File: src/rtl/instr_sequencer.sv
// instr_sequencer: instruction source for the 9-bit simple processor.
// Holds a small program memory loaded word-by-word, issues instructions on
// Start (appending the immediate word of every mvi), waits for Done between
// instructions, and flags a Fault on Done timeout or a truncated mvi.
module instr_sequencer #(
  parameter int unsigned WIDTH   = 9,
  parameter int unsigned AW      = 4,
  parameter int unsigned TIMEOUT = 15
) (
  input  logic             Clock,
  input  logic             Resetn,
  input  logic             WrEn,
  input  logic [AW-1:0]    WrAddr,
  input  logic [WIDTH-1:0] WrData,
  input  logic [AW:0]      ProgLen,
  input  logic             Start,
  input  logic             Abort,
  input  logic             Done,
  output logic [WIDTH-1:0] DIN,
  output logic             Run,
  output logic             Busy,
  output logic             Halted,
  output logic             Fault,
  output logic [AW-1:0]    PC
);

  localparam int unsigned DEPTH = 2 ** AW;
  localparam int unsigned LW    = AW + 1;
  localparam int unsigned CW    = (TIMEOUT < 2) ? 1 : $clog2(TIMEOUT + 1);

  localparam logic [2:0] OP_MVI = 3'b001;

  localparam logic [2:0] S_IDLE  = 3'd0;
  localparam logic [2:0] S_ISSUE = 3'd1;
  localparam logic [2:0] S_IMM   = 3'd2;
  localparam logic [2:0] S_WAIT  = 3'd3;
  localparam logic [2:0] S_HALT  = 3'd4;
  localparam logic [2:0] S_FAULT = 3'd5;

  logic [WIDTH-1:0] mem_q [DEPTH];

  logic [2:0]       state_q,  state_d;
  logic [WIDTH-1:0] din_q,    din_d;
  logic             run_q,    run_d;
  logic             busy_q,   busy_d;
  logic             halted_q, halted_d;
  logic             fault_q,  fault_d;
  logic [AW-1:0]    pc_q,     pc_d;
  logic [LW-1:0]    len_q,    len_d;
  logic [CW-1:0]    cnt_q,    cnt_d;

  // Address arithmetic is done one bit wider than the memory address so that
  // a program of exactly DEPTH words compares correctly against len.
  logic [LW-1:0]    pc_ext;
  logic [LW-1:0]    pc_plus1;
  logic [LW-1:0]    pc_plus2;
  logic [LW-1:0]    pc_adv;
  logic [AW-1:0]    pc_adv_w;
  logic [AW-1:0]    imm_addr;
  logic             is_mvi;
  logic             timeout_hit;

  assign pc_ext      = {1'b0, pc_q};
  assign pc_plus1    = pc_ext + LW'(1);
  assign pc_plus2    = pc_ext + LW'(2);
  // In IMM the current instruction is an mvi and occupies two words.
  assign pc_adv      = (state_q == S_IMM) ? pc_plus2 : pc_plus1;
  assign pc_adv_w    = pc_adv[AW-1:0];
  assign imm_addr    = pc_plus1[AW-1:0];
  // While in ISSUE, DIN holds the instruction word being decoded.
  assign is_mvi      = (din_q[WIDTH-1 -: 3] == OP_MVI);
  assign timeout_hit = (cnt_q == CW'(TIMEOUT - 1));

  // Program memory write port; writes are locked out while a program runs.
  always_ff @(posedge Clock) begin
    if (WrEn && !busy_q) begin
      mem_q[WrAddr] <= WrData;
    end
  end

  // Sequencer next-state and output-register logic.
  always_comb begin
    state_d  = state_q;
    din_d    = din_q;
    run_d    = 1'b0;
    busy_d   = busy_q;
    halted_d = halted_q;
    fault_d  = fault_q;
    pc_d     = pc_q;
    len_d    = len_q;
    cnt_d    = cnt_q;

    if (Abort) begin
      state_d = S_IDLE;
      busy_d  = 1'b0;
      cnt_d   = '0;
    end else begin
      case (state_q)
        S_IDLE, S_HALT, S_FAULT: begin
          if (Start) begin
            len_d    = ProgLen;
            pc_d     = '0;
            halted_d = 1'b0;
            fault_d  = 1'b0;
            cnt_d    = '0;
            if (ProgLen == '0) begin
              state_d  = S_HALT;
              halted_d = 1'b1;
              busy_d   = 1'b0;
            end else begin
              state_d = S_ISSUE;
              busy_d  = 1'b1;
              din_d   = mem_q[AW'(0)];
              run_d   = 1'b1;
            end
          end
        end

        S_ISSUE: begin
          cnt_d = '0;
          if (is_mvi) begin
            if (pc_plus1 < len_q) begin
              state_d = S_IMM;
              din_d   = mem_q[imm_addr];
            end else begin
              // mvi is the last word of the program: no immediate to send.
              state_d = S_FAULT;
              fault_d = 1'b1;
              busy_d  = 1'b0;
            end
          end else begin
            state_d = S_WAIT;
          end
        end

        S_IMM, S_WAIT: begin
          if (Done) begin
            pc_d  = pc_adv_w;
            cnt_d = '0;
            if (pc_adv >= len_q) begin
              state_d  = S_HALT;
              halted_d = 1'b1;
              busy_d   = 1'b0;
            end else begin
              // Go straight back to ISSUE so Run follows Done by one cycle.
              state_d = S_ISSUE;
              din_d   = mem_q[pc_adv_w];
              run_d   = 1'b1;
            end
          end else if (timeout_hit) begin
            state_d = S_FAULT;
            fault_d = 1'b1;
            busy_d  = 1'b0;
            cnt_d   = '0;
          end else begin
            cnt_d = cnt_q + CW'(1);
          end
        end

        default: begin
          state_d = S_IDLE;
          busy_d  = 1'b0;
          cnt_d   = '0;
        end
      endcase
    end
  end

  // State and output registers with asynchronous active-low reset.
  always_ff @(posedge Clock or negedge Resetn) begin
    if (!Resetn) begin
      state_q  <= S_IDLE;
      din_q    <= '0;
      run_q    <= 1'b0;
      busy_q   <= 1'b0;
      halted_q <= 1'b0;
      fault_q  <= 1'b0;
      pc_q     <= '0;
      len_q    <= '0;
      cnt_q    <= '0;
    end else begin
      state_q  <= state_d;
      din_q    <= din_d;
      run_q    <= run_d;
      busy_q   <= busy_d;
      halted_q <= halted_d;
      fault_q  <= fault_d;
      pc_q     <= pc_d;
      len_q    <= len_d;
      cnt_q    <= cnt_d;
    end
  end

  assign DIN    = din_q;
  assign Run    = run_q;
  assign Busy   = busy_q;
  assign Halted = halted_q;
  assign Fault  = fault_q;
  assign PC     = pc_q;

endmodule

File: config.mk
export PLATFORM = sky130hd
export DESIGN_NAME = instr_sequencer
export DESIGN_NICKNAME = d
export VERILOG_FILES = /design/src/rtl/instr_sequencer.sv
export SDC_FILE = /design/constraint.sdc
export NUM_CORES = 1
export LEC_CHECK = 0
export BUFFER_PORTS_ARGS = -buffer_cell sky130_fd_sc_hd__buf_2
export CAP_MARGIN = 5
export CELL_PAD_IN_SITES_DETAIL_PLACEMENT = 0
export CELL_PAD_IN_SITES_GLOBAL_PLACEMENT = 1
export CORE_MARGIN = 1.5
export CORE_UTILIZATION = 50
export DETAILED_ROUTE_END_ITERATION = 10
export HOLD_SLACK_MARGIN = 0.06
export PLACE_DENSITY_LB_ADDON = 0.1
export SLEW_MARGIN = 30
export SYNTH_ARGS = -nofsm -noshare
export SYNTH_HDL_FRONTEND = slang
export SYNTH_SLANG_ARGS = --single-unit
File: constraint.sdc
create_clock -name Clock -period 4.7 [get_ports Clock]
set_clock_uncertainty 0.1 [all_clocks]
set_input_delay 0.235 -clock Clock [delete_from_list [all_inputs] [get_ports Clock]]
set_output_delay 0.235 -clock Clock [all_outputs]
set_load 0.005 [all_outputs]
# After elaboration in Yosys (flattened, before gate mapping)
# Memory sizes are Yosys's and may differ from the RTL's.
# Index checks and enable logic that the tools add are counted.
# op_classes
addsub	3
mul	0
div_mod_pow	0
magnitude_cmp	2
n_eq_ne	22
n_shift	0
n_mux	51
bitwise	1
n_reduce_logical	15
# op_table
operator	n
$mux 9	6
$pmux 9 s3	1
$mux 3	8
$mux 1	23
$mux 4	5
$ne 2x2->1 const B	10
$pmux 4 s2	2
$reduce_and 5->1	2
$ne 3x3->1 const B	3
$pmux 3 s3	1
$ne 4x4->1 const B	2
$reduce_and 8->1	1
$reduce_and 7->1	1
$eq 3x1->1 const B	2
$eq 3x2->1 const B	2
$eq 3x3->1 const B	2
$pmux 1 s3	2
$add 4x1->5 const B	1
$add 4x2->5 const B	1
$ge 5x5->1	1
$logic_not 5->1	1
$lt 5x5->1	1
$mux 5	1
$add 4x1->4 const B	1
other kinds (13)	14
# word_totals
register_bits	29
latchBits	0
ramBits	144
rom_bits	0
inputBits	24
output_inout_bits	17
wordCells	104
mem_count	1
# memory_table
name	depth	width	read_ports	rd_clocked_by_memory_dff	wr	line_no	source
mem_q	16	9	3	0	1	40	logic [WIDTH-1:0] mem_q [DEPTH];

# Depth between registers and ports, before layout
# depth
depth_word	7
mapped_depth	14
depth_no_buf	11

# Worst setup path after synthesis
# OpenSTA, ideal clock, no wires.
# synth_timing
kind	register to register
start	register pc_q[0], in the netlist PC[0]
end	register din_q[3], in the netlist DIN[3]
t_arrival_ns	3.048
t_required_ns	4.518
setup_slack_ns	1.470
stages_incl_launch_ff	15
path_buffers	3
period_less_slack_ns	3.230
cell_sequence	dfrtp_1 ha_1 xnor2_2 inv_1 buf_2 buf_2 ha_1 o21ai_0 a21oi_1 o31ai_1 nand2_1 nor2_1 buf_4 nor2_1 a31oi_1
# synth_via
elab_chain_cells	6
word_cells_on_any_way	14
cone_classes	add/sub: 2; order compare: 2; eq/ne: 2; mux: 6; reduce/logical: 1; memory: 1
# synth_lines
item	line_no	source
from (decl)	48	logic [AW-1:0] pc_q, pc_d;
from (signal assigned)	188	pc_q <= pc_d;
$add 4x1->5 / $add 4x2->5 (equally long branches)	64, 65	
$mux 5	67	assign pc_adv = (state_q == S_IMM) ? pc_plus2 : pc_plus1;
$mem_v2 16x9	-	
$mux 9	140	if (pc_adv >= len_q) begin
$mux 9	137	if (Done) begin
$pmux 9 s3	98	case (state_q)
to (signal assigned)	183	din_q <= din_d;
to (decl)	43	logic [WIDTH-1:0] din_q, din_d;
# Several ways; a longest one is shown, not always the timed one. The select of a mux whose other input is x is not followed.
# A chain may end at the register's enable or synchronous reset.

# Worst setup path in the final report
# layout_timing
start	register state_q[1]
end	register run_q, in the netlist Run
# layout_via
elab_chain_cells	7
word_cells_on_any_way	13
cone_classes	order compare: 1; eq/ne: 4; mux: 5; reduce/logical: 3
# layout_lines
item	line_no	source
from (decl)	42	logic [2:0] state_q, state_d;
from (signal assigned)	182	state_q <= state_d;
$eq 3x2->1	67, 98	
$mux 5	67	
$ge 5x5->1	140	
$mux 1	140	
$mux 1	137	
$pmux 1 s2 *	98	
$mux 1 *	93	if (Abort) begin
via run_d	44	logic run_q, run_d;
to (signal assigned)	184	run_q <= run_d;
to (decl)	44	
# The timed path passes the listed nets; every way through them passes the cells marked *.

==> metrics.txt <==
Synth area leaders edfxtp_1 (47%), mux4_2 (11%), dfrtp_1 (7.9%); die height 138.9 um; Initial Util 51.21%; post-route antenna net violation count 0; RePlAce Congestion 0.8697; top-count cell post-synth edfxtp_1; WHS Path Cells 1; DRC 0; FMAX 0.2756 GHz; Clock Latency Late Sink 0.44 ns; Total Routing Usage GR 26.56%; antenna violations before repair 0; Post-DP Area 9578 sq um; Slew Limit Fails 0; Leakage 3.433 nW; setup_tns 0 ns; DIE AREA 19,280 sq um; critical path required time 4.93 ns; Post-Layout Inst Area 10,260 sq um; Commonest cells post-synth edfxtp_1 (144), nand2_1 (64), o221ai_1 (49); total grt overflow 0; vias in the first global route 6,588; share of layout cells above drive strength 1 21.42%; post-synth top area share 46.85%; worst slack, placed 1.177 ns; post-route setup slack 1.071 ns; HPWL after DPL 16.92 mm; Pre-antenna DRT Iters 6; Synth Flop Type edfxtp_1; worst rel slew slack 36.78%; largest net degree at the start of global routing 57; Synth area leader edfxtp_1; critical path class flip-flop to flip-flop; DRT iter0 DRCs 711; syn_nets 747; Yosys cell types 69; Crit. End Element flip-flop; Post-synth EDFFs 144; CTS H-tree lvls 4; Seq cells post-synth 173; number of clock sinks 173; core area 18,020 sq um; Avg WL per Cell 25.03 um; final worst path period need 3.629 ns; Root Driver clkbuf_16; worst reg-to-reg path cell count 12; Ports 41; Synth Cell Area 9230 sq um; Core Util, Final 56.93%; dpl cells 951; # Post-CTS Setup Buffers 0; Finished Layout Cells 990; NumNets Final 785; Worst setup SP type flip-flop; worst path arrival time 3.86 ns; first-pass GRT wire length 38.62 mm; antenna diode count 0; vias 6,657; RSZ-0062 raised after global routing false; Final Hold Vio Count 0; sequential share of the synthesized area 54.71%; async set-reset flop share out of synthesis 16.76%; CTS tree built; status finished clean; Critical Path Fanout Max 13; Hold WS 0.07453 ns; Die W 138.9 um; Max-Cap Viols 0; final WL 24.78 mm; port bufs 40; Reg clk slew, reported paths 0.07 ns; Synth warnings 0; worst slew pin tran 0.9448 ns; filler instances 1,451; Avg Inst Size Synth 13.00 sq um; area delta synth->final 11.17%; Cell Rows 49; average via count per standard cell 6.724; VDD IR max 408.8 uV; CTS Buffer Depth 2; Synth Instances 710; worst hold-check path type primary input to flip-flop; Final period util 77.21%; CTS Buf Count 17; PwrDens 620.5 nW/um^2; endpoints failing setup 0; total power 6.367 mW
-- cells in the final DEF, fill, tap and decap left out, types with 4 or more instances in the layout --
cell type	Yosys	routed
and3_1	5	5
o221ai_1	49	49
o22ai_1	23	23
nand2_1	64	64
dfrtp_1	29	28
dlygate4sd3_1	0	7
ha_1	13	12
clkbuf_1	16	4
o21ai_0	30	30
nor3_1	8	8
a31oi_1	15	15
nor2_1	36	31
nor2_2	0	5
buf_2	15	40
clkbuf_16	0	17
edfxtp_1	144	144
a22oi_1	11	11
mux4_2	45	45
inv_1	11	11
buf_4	6	22
nand3_1	26	26
a21oi_1	31	31
mux2i_1	22	22
or3_1	6	6
nand2b_1	12	12
a211oi_1	9	9
o21bai_1	5	4
-- state kept, by name, summed over array words and instances (netlist names) --
signal,cells
mem_q,144
DIN,9
len_q,5
cnt_q,4
Busy,1
Halted,1
PC,4
state_q,3
Run,1
Fault,1
-- logic make-up after synthesis --
kind of cell               after synthesis  synth area share, %
buffers and inverters                   64                4.026
adders and majority gates               13                1.762
AOI/OAI and AO/OA                      200                15.13
and+or+nand+nor                        185                10.11
DFF                                    173                54.71
xor gates and xnor gates                 6               0.6508
muxes                                   69                13.61
-- metal layers --
| metal | track usage (%) | vias up | routed length [um] |
|---|---|---|---|
| met5 | 0 | - | 0 |
| met4 | 10.03 | 0 | 574 |
| met3 | 4.765 | 52 | 1881 |
| met2 | 41.58 | 316 | 11750 |
| met1 | 37.36 | 3338 | 10580 |
| li1 | - | 2951 | - |
-- worst max-delay path: stages (launching register included) --
cell	delay [ns]
dfrtp_1	0.57
nor3b_4	0.64
xnor2_1	0.19
buf_4	0.21
inv_2	0.05
ha_1	0.26
nand2b_1	0.14
a21o_1	0.18
a21oi_1	0.20
o21bai_1	0.08
a211oi_1	0.50
a22oi_1	0.13
a211oi_1	0.27
-- area by class of cell --
cell class                 count  area (sq um)  area share [%]
multi-input combinational    473          3827           37.30
clock buffer                  23         467.9           4.560
timing repair buffer          69         435.4           4.243
tap                          229         286.5           2.792
inverter                      14         52.55          0.5121
sequential                   173          5054           49.25
clock inverter                 9         137.6           1.341
-- report_power, final --
| group | switching (mW) | internal (mW) | total, mW |
|---|---|---|---|
| sequential | 0.148 | 1.79 | 1.94 |
| clock | 0.583 | 0.868 | 1.45 |
| combinational | 1.75 | 1.23 | 2.98 |
-- worst paths after layout --
check                            from  slack, ns            to
max                        state_q[1]       1.07           Run
min                         WrData[6]       0.07  mem_q[10][6]
max reg2reg                state_q[1]       1.07           Run
min reg2reg                    Halted       0.39        Halted
max in group asynchronous      Resetn       3.67         PC[0]
min in group asynchronous      Resetn       0.29      cnt_q[0]
-- repair_timing --
action                                 4_1_cts  5_1_grt
endpoints found under the hold margin       35        0
hold buffers                                 7        0
resized for setup                            0        0
Power figures use the tool's default switching activity.
